$ cat src/rtl/multicycle_alu.sv
// rtl/multicycle_alu.sv - multicycle unsigned ALU: single-cycle ADD/SUB/MUL, WIDTH-cycle restoring DIV/MOD
module multicycle_alu #(
    parameter int WIDTH = 8
) (
    input  logic             clk,
    input  logic             reset,
    input  logic             in_valid,
    output logic             in_ready,
    input  logic [2:0]       opcode,
    input  logic [WIDTH-1:0] operand1,
    input  logic [WIDTH-1:0] operand2,
    output logic             out_valid,
    input  logic             out_ready,
    output logic [WIDTH-1:0] result,
    output logic             carry,
    output logic             zero,
    output logic             div_by_zero,
    output logic             illegal,
    output logic             busy
);

    localparam logic [2:0] OP_ADD = 3'b000;
    localparam logic [2:0] OP_SUB = 3'b001;
    localparam logic [2:0] OP_MUL = 3'b010;
    localparam logic [2:0] OP_DIV = 3'b011;
    localparam logic [2:0] OP_MOD = 3'b100;

    localparam int CW = $clog2(WIDTH);
    localparam logic [CW-1:0] LAST_STEP = CW'(WIDTH - 1);

    typedef enum logic [1:0] {IDLE, EXEC, DONE} state_t;

    state_t state, state_next;

    logic [2:0]       op_r;
    logic [WIDTH-1:0] divisor_r;
    logic [WIDTH-1:0] quo_r;
    logic [WIDTH-1:0] rem_r;
    logic [CW-1:0]    count_r;

    logic             accept;
    logic             div_start;
    logic             last_step;

    logic [WIDTH:0]   shifted;
    logic [WIDTH:0]   diff;
    logic [WIDTH-1:0] quo_next;
    logic [WIDTH-1:0] rem_next;

    logic [WIDTH:0]     sum;
    logic [2*WIDTH-1:0] prod;
    logic [WIDTH-1:0]   imm_result;
    logic               imm_carry;
    logic               imm_dbz;
    logic               imm_illegal;

    assign accept    = in_valid && in_ready;
    assign div_start = ((opcode == OP_DIV) || (opcode == OP_MOD)) && (operand2 != '0);
    assign last_step = (state == EXEC) && (count_r == LAST_STEP);

    assign in_ready  = (state == IDLE) && !reset;
    assign out_valid = (state == DONE);
    assign busy      = (state != IDLE);

    always_ff @(posedge clk) begin
        if (reset) begin
            state <= IDLE;
        end else begin
            state <= state_next;
        end
    end

    always_comb begin
        state_next = state;
        case (state)
            IDLE: if (accept) state_next = div_start ? EXEC : DONE;
            EXEC: if (last_step) state_next = DONE;
            DONE: if (out_ready) state_next = IDLE;
            default: state_next = IDLE;
        endcase
    end

    // One restoring step: shift in the next dividend bit, keep the difference if non-negative.
    always_comb begin
        shifted = {rem_r, quo_r[WIDTH-1]};
        diff    = shifted - {1'b0, divisor_r};
        if (!diff[WIDTH]) begin
            rem_next = diff[WIDTH-1:0];
            quo_next = {quo_r[WIDTH-2:0], 1'b1};
        end else begin
            rem_next = shifted[WIDTH-1:0];
            quo_next = {quo_r[WIDTH-2:0], 1'b0};
        end
    end

    always_comb begin
        sum         = {1'b0, operand1} + {1'b0, operand2};
        prod        = {{WIDTH{1'b0}}, operand1} * {{WIDTH{1'b0}}, operand2};
        imm_result  = '0;
        imm_carry   = 1'b0;
        imm_dbz     = 1'b0;
        imm_illegal = 1'b0;
        case (opcode)
            OP_ADD: begin
                imm_result = sum[WIDTH-1:0];
                imm_carry  = sum[WIDTH];
            end
            OP_SUB: begin
                imm_result = operand1 - operand2;
                imm_carry  = operand1 < operand2;
            end
            OP_MUL: begin
                imm_result = prod[WIDTH-1:0];
                imm_carry  = |prod[2*WIDTH-1:WIDTH];
            end
            OP_DIV: begin
                imm_result = '1;
                imm_dbz    = (operand2 == '0);
            end
            OP_MOD: begin
                imm_result = operand1;
                imm_dbz    = (operand2 == '0);
            end
            default: imm_illegal = 1'b1;
        endcase
    end

    always_ff @(posedge clk) begin
        if (reset) begin
            op_r        <= '0;
            divisor_r   <= '0;
            quo_r       <= '0;
            rem_r       <= '0;
            count_r     <= '0;
            result      <= '0;
            carry       <= 1'b0;
            zero        <= 1'b0;
            div_by_zero <= 1'b0;
            illegal     <= 1'b0;
        end else if (accept) begin
            op_r        <= opcode;
            divisor_r   <= operand2;
            quo_r       <= operand1;
            rem_r       <= '0;
            count_r     <= '0;
            result      <= imm_result;
            carry       <= imm_carry;
            zero        <= (imm_result == '0);
            div_by_zero <= imm_dbz;
            illegal     <= imm_illegal;
        end else if (state == EXEC) begin
            quo_r   <= quo_next;
            rem_r   <= rem_next;
            count_r <= count_r + CW'(1);
            if (last_step) begin
                result      <= (op_r == OP_DIV) ? quo_next : rem_next;
                zero        <= ((op_r == OP_DIV) ? quo_next : rem_next) == '0;
                carry       <= 1'b0;
                div_by_zero <= 1'b0;
                illegal     <= 1'b0;
            end
        end
    end

endmodule

$ cat config.mk
export PLATFORM = sky130hd
export DESIGN_NAME = multicycle_alu
export DESIGN_NICKNAME = d
export VERILOG_FILES = /design/src/rtl/multicycle_alu.sv
export SDC_FILE = /design/constraint.sdc
export NUM_CORES = 1
export LEC_CHECK = 0
export ABC_AREA = 1
export CORE_MARGIN = 3
export CORE_UTILIZATION = 60
export DETAILED_ROUTE_END_ITERATION = 12
export PLACE_DENSITY = 0.81
export SLEW_MARGIN = 15
export SYNTH_ARGS = -nofsm -noshare
export SYNTH_HDL_FRONTEND = slang
export SYNTH_SLANG_ARGS = --single-unit
$ cat constraint.sdc
create_clock -name clk -period 5 [get_ports clk]
set_clock_uncertainty 0.1 [all_clocks]
set_input_delay 0.5 -clock clk [delete_from_list [all_inputs] [get_ports clk]]
set_output_delay 0.5 -clock clk [all_outputs]
set_load 0.01 [all_outputs]
# --- Word-level counts from Yosys, hierarchy flattened ---
# Index checks and enable logic that the tools add are counted.
# W data, S select, Z words.
totals:
  ff_bits: 44
  in_bits: 23
  elab_cells: 74
op_classes:
  n_mux: 25
  mul: 1
  n_eq_ne: 11
  n_lt_le_gt_ge: 1
  n_reduce_logical: 21
  n_addsub: 4
ops:
  columns: ["op", "count"]
  rows:
  - ["$mux W8", 7]
  - ["$pmux W8 S5", 1]
  - ["$logic_not A8 Y1", 3]
  - ["$mul A8 B8 Y16", 1]
  - ["$mux W1", 11]
  - ["$add A8 B8 Y9", 1]
  - ["$eq A3 B2 Y1 const B", 3]
  - ["$sub A9 B8 Y9", 1]
  - ["$lt A8 B8 Y1", 1]
  - ["$mux W2", 4]
  - ["$reduce_bool A8 Y1", 1]
  - ["$reduce_or A8 Y1", 1]
  - ["$sub A8 B8 Y8", 1]
  - ["$eq A3 B3 Y1 const B", 2]
  - ["$pmux W2 S3", 1]
  - ["$reduce_bool A2 Y1", 3]
  - ["$reduce_or A5 Y1", 1]
  - ["$logic_and A1 B1 Y1", 4]
  - ["$ne A2 B2 Y1 const B", 2]
  - ["$reduce_or A2 Y1", 2]
  - ["$add A3 B1 Y3 const B", 1]
  - ["$eq A3 B1 Y1 const B", 1]
  - ["$logic_not A3 Y1", 1]
  - ["$pmux W1 S3", 1]
  - ["other kinds (8)", 8]

# --- Longest topological paths before layout ---
# Gate-level depths: netlist of the first run.
logic_depth:
  depth_word: 7
  depth_mapped: 25

# --- Worst setup path after synthesis of the first run ---
# No wires, ideal clock.
synth_timing:
  path_type: "input-to-reg"
  startpoint: "input port operand1[1]"
  endpoint: "register zero"
  required_ps: 4830
  arrival_time_ps: 4153
  slack_ps: 677
  path_stages: 19
  path_cell_list: "clkbuf_1 nand2_1 fa_1 inv_1 fa_1 inv_1 fa_1 fa_1 inv_1 ha_1 nand2_1 nand3_1 or2_2 nand3_1 nand3_1 nand3b_1 nor2_1 nor2_1 a21oi_1"
synth_between:
  elab_chain_len: 4
synth_rtl:
  columns: ["element", "line", "rtl"]
  rows:
  - ["start, declared", "10", "input logic [WIDTH-1:0] operand1,"]
  - ["$mul A8 B8 Y16, or another cell as far along", "98", "prod = {{WIDTH{1'b0}}, operand1} * {{WIDTH{1'b0}}, operand2};"]
  - ["$pmux W8 S5 *", "103", "case (opcode)"]
  - ["$logic_not A8 Y1 *", "148", "zero <= (imm_result == '0);"]
  - ["$mux W1 *", "140", "end else if (accept) begin"]
  - ["end signal, assigned", "148", null]
  - ["end, declared", "16", "output logic zero,"]
# Every way passes the cells marked *; elsewhere a longest branch is shown, timed or not.
# A chain may end at the register's enable or synchronous reset.

# --- Worst setup path after layout of the first run ---
layout_timing:
  startpoint: "input port operand1[0]"
  endpoint: "register carry"
layout_between:
  elab_chain_len: 4
layout_rtl:
  columns: ["element", "line", "rtl"]
  rows:
  - ["$mul A8 B8 Y16", "98", null]
  - ["$reduce_or A8 Y1", "114", "imm_carry = |prod[2*WIDTH-1:WIDTH];"]
  - ["$pmux W1 S3 *", "103", null]
  - ["$mux W1 *", "140", null]
  - ["end signal, assigned", "147", "carry <= imm_carry;"]
  - ["end, declared", "15", "output logic carry,"]
# Marks and branches as above.

==> results of run 1 <==
==> synthesized netlist by cell type, types with 5 or more instances <==
master and count:
nand2_1 267, inv_1 205, nand3_1 72, ha_1 62, nor2_1 61, dfxtp_1 44, fa_1 39, a21oi_1 29
clkbuf_1 19, o21ai_0 17, nand4_1 15, o22ai_1 12, o211ai_1 9, a31oi_1 7, nand2_2 6, nand3b_1 5
==> layout make-up <==
type                    count  area [um2]
multi-input cells         633        4030
inverters                 211         792
clock inverters             2        38.8
fillers                   798        2620
clock buffers               6        82.6
flip-flops and latches     44         881
repair buffers             80         727
well taps                 129         161
==> per-layer routing <==
layer | vias to the layer above | global-route usage | part of all wire | wire (um)
met5 | - | 0 | 0 | 0
met4 | 0 | 0.0579 | 0.018 | 269
met3 | 27 | 0.0422 | 0.092 | 1380
met2 | 271 | 0.437 | 0.43 | 6430
met1 | 2600 | 0.412 | 0.46 | 6940
li1 | 2938 | - | - | -
==> worst max-delay path, stage by stage <==
cell	delay, ps
clkdlybuf4s50_1	590
nand2_1	120
fa_1	530
fa_1	540
fa_1	540
fa_1	550
inv_1	50
ha_1	350
nand2_1	120
nor2_1	200
nand2_1	100
nand2_1	70
nand2_1	50
nand2_1	60
nand3_1	60
nor2_1	90
nand3_1	120
nand2_1	90
nand2_1	50
nand2_1	50
a21oi_1	60
==> power groups by stage <==
stage / logic [W] / clock network (W) / registers, W
3_5_place_dp: 0.00139 / 0 / 0.000415
5_1_grt: 0.00163 / 0.000316 / 0.000411
6_report: 0.00144 / 0.000300 / 0.000408
2_1_floorplan: 0.00103 / 0 / 0.000413
3_3_place_gp: 0.00136 / 0 / 0.000414
4_1_cts: 0.00140 / 0.000300 / 0.000407
==> sequential cells by signal, indices dropped and copies added, names as in the netlist <==
name         flops
div_by_zero      1
quo_r            8
rem_r            8
op_r             3
count_r          3
illegal          1
result           8
divisor_r        8
zero             1
state            2
carry            1
==> worst max-delay path by stage <==
stage	endpoint	start	cells past startpoint	slack, ps
global route	carry$_SDFFE_PP0P_	operand1[0]	21	30
detailed placement	carry$_SDFFE_PP0P_	operand2[3]	20	-120
global placement	carry$_SDFFE_PP0P_	operand1[5]	22	-100
floorplan	zero$_SDFFE_PP0P_	operand1[1]	19	680
finish	carry$_SDFFE_PP0P_	operand1[0]	21	220
CTS	carry$_SDFFE_PP0P_	operand2[3]	20	210
==> timing repair <==
item | 4_1_cts | 5_1_grt
endpoints found under the setup margin | 0 | 2
resized for setup | 0 | 15
setup buffers | 0 | 0
==> cells by family after synthesis <==
logic type / after synthesis
simple gates: 441
buf+inv: 238
fa+ha+maj: 101
compound gates: 85
flops: 44
xor+xnor: 6
==> metrics by stage <==
step	setup TNS, ps	hold WS (ps)
2_1_floorplan	0	335
3_3_place_gp	-96.9	349
6_report	0	365
4_1_cts	0	366
3_5_place_dp	-146	353
5_1_grt	0	387
==> flow_summary.json, run 1 <==
{
  "synth_compound_area_frac": 0.0888,
  "syn_nets": 1039,
  "post-route-period-util": 0.956,
  "worstPathRequired_ps": 5100,
  "drtIter0Drc": 604,
  "switchingPower_w": 0.00104,
  "synth_top_family_by_area": "simple AND/OR/NAND/NOR gates",
  "grt_overflow": 0,
  "post-route-util": 0.719,
  "synth-async-reset-ratio": 0,
  "r2r_cells": 9,
  "p_sw_frac": 0.485,
  "postCtsHoldBufs": 0,
  "critical_path_class": "in2reg",
  "synth_fa_ha_area_frac": 0.269,
  "power_w": 0.00214,
  "grt_pass1_vias": 5397,
  "htree_levels": 2,
  "setup_ws_ps": 220,
  "post_dp_cell_area_mm2": 0.00654,
  "route.vias.total": 5836,
  "setup-violations-final": 0,
  "numCtsBuffers": 5,
  "grt_pass1_wl_um": 25200,
  "hold_path_end": "illegal$_SDFFE_PP0P_",
  "synth-edff-count": 0,
  "fin_area_mm2": 0.00671,
  "cts_root_buffer": "clkbuf_8",
  "powerDensity_mw_per_mm2": 320,
  "die_w_um": 104,
  "p_int_w": 0.00110,
  "yosysTopAreaCell": "nand2_1",
  "worst_slew_pin_slew_ps": 1020,
  "wirelength_um": 15000,
  "synth_top_area_frac": 0.173,
  "area_growth_pct": 15.8,
  "layout_common_cells": "267 x nand2_1, 205 x inv_1, 72 x nand3_1",
  "clock_latency_ps": 310,
  "seq_power_share": 0.190,
  "initial_utilization": 0.621,
  "dr.pass1.iters": 5,
  "port-buffer-count": 37,
  "n_antenna_cell": 0,
  "antenna_found_initial": 0,
  "yosys.cell_types.count": 37,
  "coreArea_mm2": 0.00933,
  "yosysSeqAreaShare": 0.152,
  "cp.arrival_ps": 4880,
  "chipHeight_um": 104,
  "pwr-share-comb": 0.670,
  "place_ws_ps": -120,
  "viasPerCell": 5.28,
  "worstPathMaxFanout": 5,
  "layout_min_cycle_time_ps": 4780,
  "p_leak_nw": 3.88,
  "synth_mux_area_frac": 0,
  "hold_path_class": "reg2reg",
  "cts.path.max_buffers": 2,
  "gp_congestion": 0.963,
  "nNetsFinal": 1099,
  "dieArea_mm2": 0.0109,
  "max_freq_mhz": 209,
  "final_cells": 1105,
  "post-dp-hpwl_um": 12300,
  "r2r-end": "result[0]$_SDFFE_PP0P_",
  "drive_above_1_share": 0.0779,
  "drc_errors": 0,
  "wl_per_cell_um": 13.6,
  "hold_depth": 2,
  "grt_usage": 0.280,
  "cts_sinks": 44,
  "worst-r2r-setup-slack_ps": 2380,
  "synth_xor_area_frac": 0.00908,
  "status": "completed",
  "layout_commonest_cell": "nand2_1",
  "num_rows": 35,
  "cts_tree": "yes",
  "grt_start_max_net_pins": 26,
  "critPathCaptureType": "flip-flop",
  "rsz0062_at_grt": "no",
  "synthSimpleGateAreaFrac": 0.326,
  "postRouteAntennaNets": 0,
  "hold_violations": 0,
  "ir_drop_v": 0.000283,
  "min-delay-start": "illegal$_SDFFE_PP0P_",
  "synth-seq-cells": 44,
  "design.portCount": 38,
  "avgSynthCellArea_um2": 6.33,
  "p_clk_frac": 0.140,
  "r2r_start": "state[0]$_SDFFE_PP0P_",
  "slew_violations": 0,
  "synth_cells": 915,
  "syn_area_mm2": 0.00579,
  "maxCapViolations": 0,
  "placed_cells": 1097,
  "synthTopCellsByArea": "nand2_1 17%, dfxtp_1 15%, fa_1 13%",
  "synthFlopType": "dfxtp_1",
  "max_slew_margin": 0.320,
  "clkTransAtPathRegs_ps": 90,
  "yosys_warnings": 0,
  "start_kind": "input port"
}
Power figures use the tool's default switching activity.
==> run 2: changes to the inputs <==
--- a/config.mk
+++ b/config.mk
@@ -9,6 +9,7 @@
 export CORE_MARGIN = 3
 export CORE_UTILIZATION = 60
 export DETAILED_ROUTE_END_ITERATION = 12
+export GPL_TIMING_DRIVEN = 0
 export PLACE_DENSITY = 0.81
 export SLEW_MARGIN = 15
 export SYNTH_ARGS = -nofsm -noshare
==> flow_summary.json, run 2 (synthesis gave the netlist of run 1 again) <==
{
  "chipHeight_um": 104,
  "n_antenna_cell": 0,
  "maxCapViolations": 0,
  "nNetsFinal": 1086,
  "status": "completed",
  "r2r_start": "quo_r[7]$_SDFFE_PP0P_",
  "tns_ps": 0,
  "htree_levels": 2,
  "cts_root_buffer": "clkbuf_8",
  "critical_path_class": "in2reg",
  "drive_above_1_share": 0.0685,
  "num_rows": 35,
  "cts_sinks": 44,
  "design.portCount": 38,
  "post-dp-hpwl_um": 12200,
  "cts_tree": "yes",
  "min-delay-start": "div_by_zero$_SDFFE_PP0P_",
  "clock_latency_ps": 300,
  "grt_start_max_net_pins": 14,
  "drc_errors": 0,
  "r2r_cells": 15,
  "wl_per_cell_um": 14.2,
  "max_slew_margin": 0.536,
  "setup-violations-final": 0,
  "layout_min_cycle_time_ps": 4870,
  "viasPerCell": 5.40,
  "worstPathMaxFanout": 8,
  "placed_cells": 1080,
  "start_kind": "input port",
  "cp.arrival_ps": 4950,
  "post-route-util": 0.713,
  "post-route-period-util": 0.974,
  "area_growth_pct": 14.8,
  "hold_path_class": "reg2reg",
  "worst-r2r-setup-slack_ps": 2550,
  "r2r-end": "zero$_SDFFE_PP0P_",
  "die_w_um": 104,
  "initial_utilization": 0.621,
  "hold_violations": 0,
  "gp_congestion": 0.968,
  "port-buffer-count": 36,
  "grt_overflow": 0,
  "antenna_found_initial": 0,
  "route.vias.total": 5895,
  "slew_violations": 0,
  "postCtsHoldBufs": 0,
  "layout_commonest_cell": "nand2_1",
  "postRouteAntennaNets": 0,
  "clkTransAtPathRegs_ps": 90,
  "grt_pass1_wl_um": 25600,
  "hold_depth": 2,
  "worst_slew_pin_slew_ps": 691,
  "layout_common_cells": "267 x nand2_1, 205 x inv_1, 70 x nand3_1",
  "critPathCaptureType": "flip-flop",
  "coreArea_mm2": 0.00933,
  "final_cells": 1092,
  "grt_pass1_vias": 5512,
  "ir_drop_v": 0.000238,
  "wirelength_um": 15500,
  "dr.pass1.iters": 6,
  "p_leak_nw": 3.76,
  "powerDensity_mw_per_mm2": 324,
  "worstPathRequired_ps": 5080,
  "hold_path_end": "div_by_zero$_SDFFE_PP0P_",
  "max_freq_mhz": 205,
  "dieArea_mm2": 0.0109,
  "drtIter0Drc": 562,
  "cts.path.max_buffers": 2,
  "grt_usage": 0.286,
  "numCtsBuffers": 5
}
-- run 2: stage by stage --
stage / setup WS [ps] / cell area (um2) / total power [W] / hold WS [ps]
3_3_place_gp: -615 / 6310 / 0.00172 / 349
2_1_floorplan: 677 / 5790 / 0.00144 / 335
4_1_cts: 2.80 / 6440 / 0.00204 / 366
5_1_grt: -46.8 / 6650 / 0.00239 / 393
6_report: 131 / 6650 / 0.00216 / 370
3_5_place_dp: -685 / 6310 / 0.00175 / 353
-- run 2: critical path, cell delays in order --
cell and delay, ps:
clkdlybuf4s50_1 570, buf_6 170, nand2_1 80, fa_1 550
fa_1 440, fa_1 570, inv_1 60, fa_1 540
ha_4 330, nand2_1 90, nor2_1 160, nand3_1 140
nand4_1 120, nand2_1 70, nor2_1 120, nand3_2 120
nand2_1 70, nand2_1 90, nand2_1 80, a21oi_1 60
-- run 2: how the worst max path moves through the flow --
| stage | from | end | depth (start not counted) |
|---|---|---|---|
| floorplan | operand1[1] | zero$_SDFFE_PP0P_ | 19 |
| global placement | operand1[1] | carry$_SDFFE_PP0P_ | 20 |
| detailed placement | operand1[1] | carry$_SDFFE_PP0P_ | 23 |
| CTS | operand2[2] | carry$_SDFFE_PP0P_ | 23 |
| global route | operand2[4] | carry$_SDFFE_PP0P_ | 24 |
| finish | operand2[4] | carry$_SDFFE_PP0P_ | 20 |
-- run 2: final cells by class --
class | count | area, um2
Clock buffer | 6 | 72.6
Inverter | 211 | 792
Fill cell | 825 | 2680
Timing Repair Buffer | 42 | 424
Tap cell | 129 | 161
Clock inverter | 2 | 35.0
Buffer | 25 | 188
Sequential cell | 44 | 881
Multi-Input combinational cell | 633 | 4100
-- run 2: per-layer routing --
| layer | GRT usage | share of wire | vias to the layer above |
|---|---|---|---|
| li1 | - | - | 2909 |
| met1 | 0.412 | 0.45 | 2676 |
| met2 | 0.456 | 0.44 | 279 |
| met3 | 0.0335 | 0.089 | 31 |
| met4 | 0.0788 | 0.023 | 0 |
| met5 | 0 | 0 | - |
-- run 2: report_power, final --
part           internal (W)  switching (W)
registers          0.000385      0.0000214
logic              0.000567       0.000903
clock network      0.000149       0.000131
total               0.00110        0.00105
-- run 2: repair_timing --
action                                  4_1_cts  5_1_grt
endpoints found under the setup margin        3        3
setup buffers                                 0        6
resized for setup                            18       58
pin swaps                                     0        4
